### src/rtl/tdm_demux_1x4_3bit_pkg.sv
// Shared encodings for the 1-to-4 TDM demultiplexer: channel/slot codes and default word width.
package tdm_demux_1x4_3bit_pkg;

  typedef logic [1:0] slot_t;

  localparam slot_t SLOT_X = 2'd0;
  localparam slot_t SLOT_Y = 2'd1;
  localparam slot_t SLOT_Z = 2'd2;
  localparam slot_t SLOT_W = 2'd3;

  localparam int unsigned DEFAULT_WIDTH = 3;

endpackage

### src/rtl/tdm_demux_1x4_3bit_decoder_2x4.sv
// 2-to-4 one-hot decoder with enable; all outputs low when disabled.
module decoder_2x4 (
  input  logic [1:0] sel,
  input  logic       en,
  output logic [3:0] onehot
);

  always_comb begin
    onehot = '0;
    if (en) begin
      onehot[sel] = 1'b1;
    end
  end

endmodule

### src/rtl/tdm_demux_1x4_3bit.sv
// Time-division demultiplexer: routes each valid word to one of four registered channels,
// selected manually by {s1,s0} or by a free-running slot counter in auto mode.
module tdm_demux_1x4_3bit
  import tdm_demux_1x4_3bit_pkg::*;
#(
  parameter int unsigned WIDTH = DEFAULT_WIDTH,
  parameter int unsigned HOLD  = 1
) (
  input  logic             clk,
  input  logic             rst,
  input  logic [WIDTH-1:0] d,
  input  logic             d_valid,
  input  logic             s0,
  input  logic             s1,
  input  logic             auto,
  input  logic             frame_sync,
  output logic [WIDTH-1:0] x,
  output logic [WIDTH-1:0] y,
  output logic [WIDTH-1:0] z,
  output logic [WIDTH-1:0] w,
  output logic             x_vld,
  output logic             y_vld,
  output logic             z_vld,
  output logic             w_vld,
  output logic [1:0]       slot,
  output logic             frame_done
);

  slot_t            sel;
  slot_t            slot_d, slot_q;
  logic [3:0]       we;
  logic [3:0]       vld_q;
  logic             frame_done_d, frame_done_q;
  logic [WIDTH-1:0] ch_q [4];

  always_comb begin
    sel = {s1, s0};
    if (auto) begin
      sel = frame_sync ? SLOT_X : slot_q;
    end
  end

  decoder_2x4 u_decoder (
    .sel    (sel),
    .en     (d_valid),
    .onehot (we)
  );

  // An accepted word always advances past its own slot, so a synced word leaves slot at 1.
  always_comb begin
    slot_d = slot_q;
    if (auto) begin
      if (d_valid) begin
        slot_d = sel + 2'd1;
      end else if (frame_sync) begin
        slot_d = SLOT_X;
      end
    end
  end

  assign frame_done_d = auto & d_valid & (sel == SLOT_W);

  always_ff @(posedge clk) begin
    if (rst) begin
      slot_q       <= SLOT_X;
      vld_q        <= '0;
      frame_done_q <= 1'b0;
      for (int i = 0; i < 4; i++) begin
        ch_q[i] <= '0;
      end
    end else begin
      slot_q       <= slot_d;
      vld_q        <= we;
      frame_done_q <= frame_done_d;
      for (int i = 0; i < 4; i++) begin
        if (we[i]) begin
          ch_q[i] <= d;
        end else if (HOLD == 0) begin
          ch_q[i] <= '0;
        end
      end
    end
  end

  assign x          = ch_q[SLOT_X];
  assign y          = ch_q[SLOT_Y];
  assign z          = ch_q[SLOT_Z];
  assign w          = ch_q[SLOT_W];
  assign x_vld      = vld_q[SLOT_X];
  assign y_vld      = vld_q[SLOT_Y];
  assign z_vld      = vld_q[SLOT_Z];
  assign w_vld      = vld_q[SLOT_W];
  assign slot       = slot_q;
  assign frame_done = frame_done_q;

endmodule

### config.mk
export PLATFORM = sky130hd
export DESIGN_NAME = tdm_demux_1x4_3bit
export DESIGN_NICKNAME = d
export VERILOG_FILES = /design/src/rtl/tdm_demux_1x4_3bit_pkg.sv /design/src/rtl/tdm_demux_1x4_3bit_decoder_2x4.sv /design/src/rtl/tdm_demux_1x4_3bit.sv
export SDC_FILE = /design/constraint.sdc
export NUM_CORES = 1
export LEC_CHECK = 0
export BUFFER_PORTS_ARGS = -buffer_cell sky130_fd_sc_hd__buf_4
export CAP_MARGIN = 40
export CORE_ASPECT_RATIO = 0.8
export CORE_MARGIN = 1
export CORE_UTILIZATION = 40
export CTS_BUF_LIST = sky130_fd_sc_hd__clkbuf_16
export CTS_CLUSTER_DIAMETER = 50
export CTS_CLUSTER_SIZE = 16
export DETAILED_ROUTE_END_ITERATION = 16
export HOLD_SLACK_MARGIN = 0.03
export PLACE_DENSITY = 0.67
export SLEW_MARGIN = 10
export SYNTH_ARGS = -nofsm -noshare
export SYNTH_HDL_FRONTEND = slang
export SYNTH_HIERARCHICAL = 1
export SYNTH_SLANG_ARGS = --single-unit
export TNS_END_PERCENT = 50
### constraint.sdc
create_clock -name clk -period 1.6 [get_ports clk]
set_input_delay 0.32 -clock clk [delete_from_list [all_inputs] [get_ports clk]]
set_output_delay 0.32 -clock clk [all_outputs]
set_load 0.02 [all_outputs]
==> results of run 1 <==
cell usage in the layout (no fill, tap or decap):
cell	instances
dfxtp_1	7
nor3b_1	1
nand2_1	2
nor2b_2	1
buf_4	30
o22ai_1	1
and3_2	1
and2_1	12
or2_1	3
mux2_2	1
and3b_1	2
clkbuf_16	3
nand2b_1	2
o32ai_2	2
edfxtp_1	12
inv_1	2
or2_2	1
o21a_1	1
ha_1	1
nor2b_4	1
clkinv_2	1
nor3b_2	1
nor2b_1	3
metrics by stage:
| stage | setup slack (ns) | power (mW) | instances | utilization [%] |
|---|---|---|---|---|
| finish | 0.0816 | 1.19 | 113 | 64.2 |
| global route | 0.00429 | 1.24 | 113 | 64.2 |
| CTS | 0.0621 | 1.21 | 113 | 64.1 |
| global placement | 0.0611 | 0.709 | 109 | 59.5 |
| detailed placement | 0.0318 | 0.711 | 109 | 59.5 |
| floorplan | 0.0445 | 0.642 | 58 | - |
metal layers:
layer	up-vias	global-route usage [%]	share of wire, %	routed length (um)
met5	-	0	0	0
met4	0	3.24	0	0
met3	0	3.30	4.8	59
met2	17	21.0	52	641
met1	244	16.9	43	538
li1	270	-	-	-
power by group:
part	leakage, nW	switching, mW	internal [mW]	total, mW
combinational	0.275	0.0771	0.0699	0.147
sequential	0.183	0.00740	0.546	0.554
clock	0.0409	0.158	0.334	0.492
total	0.499	0.243	0.950	1.19
flip-flops by register name, indices dropped and copies added (netlist names):
register	flops
vld_q	4
ch_q	12
frame_done	1
slot	2
worst max-delay path: stages (launching register included):
cell and delay, ns:
dfxtp_1 0.32, nor2b_1 0.14, mux2_2 0.31, nor3b_2 0.19, nor2b_1 0.26, and2_1 0.17
worst max-delay path by stage:
stage,startpoint,to,cells past startpoint
after floorplan,slot[0]$_SDFFE_PP0P_,ch_q[2][0]$_SDFFCE_PN0P_,5
after global placement,frame_sync,ch_q[2][0]$_SDFFCE_PN0P_,6
after detailed placement,frame_sync,ch_q[2][0]$_SDFFCE_PN0P_,6
after CTS,slot[0]$_SDFFE_PP0P_,ch_q[2][0]$_SDFFCE_PN0P_,5
after global routing,slot[0]$_SDFFE_PP0P_,ch_q[2][0]$_SDFFCE_PN0P_,5
final,slot[0]$_SDFFE_PP0P_,ch_q[0][0]$_SDFFCE_PN0P_,5
cell families after synthesis:
family	after synthesis	synth area share, %
adders and majority gates	1	1.58
muxes	1	1.43
AOI/OAI and AO/OA	4	5.86
DFF	19	63.4
and+or+nand+nor	30	25.8
buffers and inverters	3	1.90
cell type report:
| class | instances | area [um^2] | share of cell area, % |
|---|---|---|---|
| repair buffers | 30 | 225 | 20.2 |
| flip-flops and latches | 19 | 500 | 44.8 |
| clock buffers | 3 | 75.1 | 6.72 |
| inverters | 2 | 7.51 | 0.672 |
| clock inverters | 1 | 5.00 | 0.448 |
| well taps | 22 | 27.5 | 2.46 |
| multi-input cells | 36 | 277 | 24.7 |
==> results.txt, run 1 <==
Main area contributors after synthesis: edfxtp_1 46%, dfxtp_1 18%, and2_1 9.5%
Max H-tree Level: 1
Port Buffers: 28
Hold_ws: 0.361 ns
Total wire length: 1240 um
Starting density of the core: 45.4%
Routed Antenna Nets: 0
Skew-Pair Late Insertion Delay: 0.24 ns
Main flop type after synthesis: edfxtp_1
Final period utilization: 94.9%
Core area: 1740 um^2
Final antenna diode count: 0
CP Max Fanout: 5
RSZ-0062 raised after global routing: no
Share of cells above drive strength 1: 46.2%
Arrival @ worst endpoint: 1.63 ns
Layout fillers: 135
Post-synth top area share: 45.6%
Num ports: 29
Core Rows: 13
Post-CTS setup repair buffer count: 0
Worst slew pin tran: 0.242 ns
Critical path required time: 1.71 ns
Number of synthesized register bits: 19
Die ar.: 2160 um^2
Post-Syn Nets: 69
Total Routing Usage GR: 12.9%
Die Y-Extent: 41.7 um
Overflow after GRT: 0
FF-to-FF Start: slot[0]$_SDFFE_PP0P_
GPL Wtd Cong: 0.721
Die Wd: 51.7 um
Via/cell ratio: 4.70
DRC Markers: 0
Mapped Avg Cell Area: 13.6 um^2
Max Freq: 659 MHz
Initial DRC Count: 7
Sequential element share of the synthesized area: 63.4%
CTS tree: done
Slew Viols, Final: 0
Max_cap viols: 0
EDFF count, synth: 12
Min-Delay Path Depth: 2
Largest net degree at the start of global routing: 14
Post-CTS Hold Buffers: 0
Yosys top cell by area: edfxtp_1
WS Path Type: register to register
Pre-Repair DR Iteration Count: 2
HP Class: input port to register
P per Cell Area: 1070 nW/um^2
Reg clk slew, reported paths: 0.05 ns
Cell Area, Placed: 1030 um^2
Slew Limit Headroom: 83.8%
Mapped Cells: 58
Fin. Hold Viols: 0
Cell area after synthesis: 790 um^2
Max Root-Sink Buffers: 2
Drt wl/cell: 11.0 um
R2r setup slk: 0.08 ns
Post_cts resized: 0
Min Tclk post-route: 1.52 ns
Cts bufs inserted: 3
Number of global-route vias before repair: 482
Synth top cells by count: 12 x and2_1, 12 x edfxtp_1, 7 x dfxtp_1, 4 x nor2b_1, 3 x or2_1
First-pass GRT wire length: 2080 um
Final instance area: 1120 um^2
Final setup vio count: 0
Hold Startpoint: rst
Critical R2R Capture: ch_q[0][0]$_SDFFCE_PN0P_
Area Growth Syn to Fin: 41.5%
Async set-reset flop share out of synthesis: 0%
Nets: 103
Crit path capture type: register
YS warnings: 6
Setup crit start kind: register
Reg2Reg Depth: 5
Yosys cell types: 20
Root buffer cell: clkbuf_16
Setup TNS: 0 ns
Leak Pwr: 0.499 nW
Worst Clk Skew: 0.00301 ns
Status: finished clean
Sink Count: 19
End of the worst hold path: vld_q[1]$_SDFF_PP0_
Via count of the routed design: 531
Initial antenna violation count: 0
Worst VDD drop: 0.512 mV
Note: power is estimated with default switching activity, not from simulation.
==> run 2: changes to the inputs <==
Settings changed: CTS_CLUSTER_DIAMETER 50 to 120.
Clock period 1.6 ns to 1.5 ns, I/O delays scaled along.
==> run 2 against run 1 <==
Die area unchanged. Clock power up 5.7%. Sequential power up 6.9%. Utilization up 1.6 points. Sequential share of layout area down 0.97 points. Cell count unchanged. Clock-buffer cell count unchanged.
==> results.txt, run 2 (synthesis results as in run 1) <==
Status: finished clean
Arrival @ worst endpoint: 1.44 ns
Slew Limit Headroom: 83.2%
Routed Antenna Nets: 0
Post-CTS Hold Buffers: 0
DP Worst Slack: -0.0423 ns
Worst VDD drop: 0.965 mV
FF-to-FF Start: slot[0]$_SDFFE_PP0P_
RSZ-0062 raised after global routing: no
Largest register FFs: 12
Via/cell ratio: 4.63
Setup crit start kind: register
Hold_ws: 0.360 ns
R2r setup slk: 0.05 ns
Number of global-route vias before repair: 510
Max Freq: 692 MHz
Reg2Reg Depth: 5
Core Rows: 13
Critical R2R Capture: ch_q[1][0]$_SDFFCE_PN0P_
Fin. Hold Viols: 0
Pre-Repair DR Iteration Count: 2
Die ar.: 2160 um^2
Critical Path, Cell by Cell: nor2b_4 > mux2_4 > and3b_1 > nor2b_4 > and2_1
Drt wl/cell: 12.6 um
Die Wd: 51.7 um
Top reg by flops: ch_q
End of the worst hold path: vld_q[1]$_SDFF_PP0_
DRC Markers: 0
Core area: 1740 um^2
Overflow after GRT: 0
Min Tclk post-route: 1.45 ns
Total Power: 1.28 mW
Num ports: 29
Final antenna diode count: 0
Cells after DPL: 109
CTS tree: done
Area Growth Syn to Fin: 45.0%
Worst Clk Skew: 0.00430 ns
Final setup vio count: 0
CP Max Fanout: 5
WS Path Type: register to register
First-pass GRT wire length: 2410 um
Final instance area: 1140 um^2
CP max stage cell: dfxtp_2
Max H-tree Level: 1
Worst setup margin: 0.0546 ns
Initial DRC Count: 5
Total Routing Usage GR: 15.6%
Cell mode on critical path: nor2b_4
Via count of the routed design: 523
P per Cell Area: 1120 nW/um^2
Final period utilization: 96.4%
Initial antenna violation count: 0
Hold Startpoint: rst
Crit path capture type: register
Cell Count, Final, Fillers Out: 113
Cell Area, Placed: 1040 um^2
Nets: 103
Layout fillers: 130
Starting density of the core: 45.4%
HP Class: input port to register
GPL Wtd Cong: 0.785
Worst slew pin tran: 0.252 ns
Total wire length: 1430 um
Leak Pwr: 0.508 nW
Reg clk slew, reported paths: 0.05 ns
Port Buffers: 28
Share of cells above drive strength 1: 50.5%
Slowest stage delay, CP: 0.32 ns
Skew-Pair Late Insertion Delay: 0.25 ns
Post-CTS setup repair buffer count: 0
Sink Count: 19
Cts bufs inserted: 3
Max_cap viols: 0
Min-Delay Path Depth: 2
Hpwl dp: 1070 um
Root buffer cell: clkbuf_16
Most frequent cells in the layout: 30 x buf_4, 12 x and2_1, 12 x edfxtp_1
Slew Viols, Final: 0
Largest net degree at the start of global routing: 14
Critical path required time: 1.50 ns
Max Root-Sink Buffers: 2
Most common cell after layout, fill and taps aside: buf_4
Die Y-Extent: 41.7 um
run 2: where the power goes:
| group | switching (mW) | internal [mW] |
|---|---|---|
| logic | 0.0870 | 0.0787 |
| clock network | 0.166 | 0.353 |
| registers | 0.00864 | 0.583 |
| total | 0.262 | 1.02 |
run 2: layout make-up:
class / count / area, um^2 / share of cell area [%]
clock buffer: 3 / 75.1 / 6.56
clock inverter: 1 / 3.75 / 0.328
inverter: 2 / 7.51 / 0.656
multi-input combinational: 36 / 304 / 26.6
sequential: 19 / 502 / 43.8
tap: 22 / 27.5 / 2.40
timing repair buffer: 30 / 225 / 19.7
run 2: how the worst max path moves through the flow:
stage                          from                        to  slack (ns)  cells past startpoint
6_report       slot[0]$_SDFFE_PP0P_  ch_q[1][0]$_SDFFCE_PN0P_        0.05                      5
3_3_place_gp                   auto  ch_q[3][1]$_SDFFCE_PN0P_       -0.04                      5
4_1_cts        slot[0]$_SDFFE_PP0P_  ch_q[3][1]$_SDFFCE_PN0P_        0.02                      5
5_1_grt        slot[0]$_SDFFE_PP0P_  ch_q[1][1]$_SDFFCE_PN0P_       0.002                      5
2_1_floorplan  slot[0]$_SDFFE_PP0P_  ch_q[3][0]$_SDFFCE_PN0P_       0.008                      5
3_5_place_dp                   auto  ch_q[3][1]$_SDFFCE_PN0P_       -0.04                      5
run 2: through the flow:
stage / util [%] / TNS (ns)
after floorplan: - / 0
after global placement: 59.9 / -0.176
after detailed placement: 59.9 / -0.274
after CTS: 64.6 / 0
after global routing: 65.8 / 0
final: 65.8 / 0
run 2: repair_timing:
item	4_1_cts	5_1_grt
endpoints found under the setup margin	6	12
pin swaps	0	1
gates resized for setup	1	6
run 2: worst max-delay path: cells and delay by family, from the launching register on:
kind	cells	cell delay (ns)
flip-flops	1	0.32
multiplexers	1	0.28
AND/OR/NAND/NOR	4	0.59
run 2: metal layers:
metal / part of all wire [%] / track usage (%) / vias up
li1: - / - / 266
met1: 42 / 18.4 / 237
met2: 50 / 25.7 / 18
met3: 6.4 / 7.33 / 2
met4: 1.2 / 3.24 / 0
met5: 0 / 0 / -
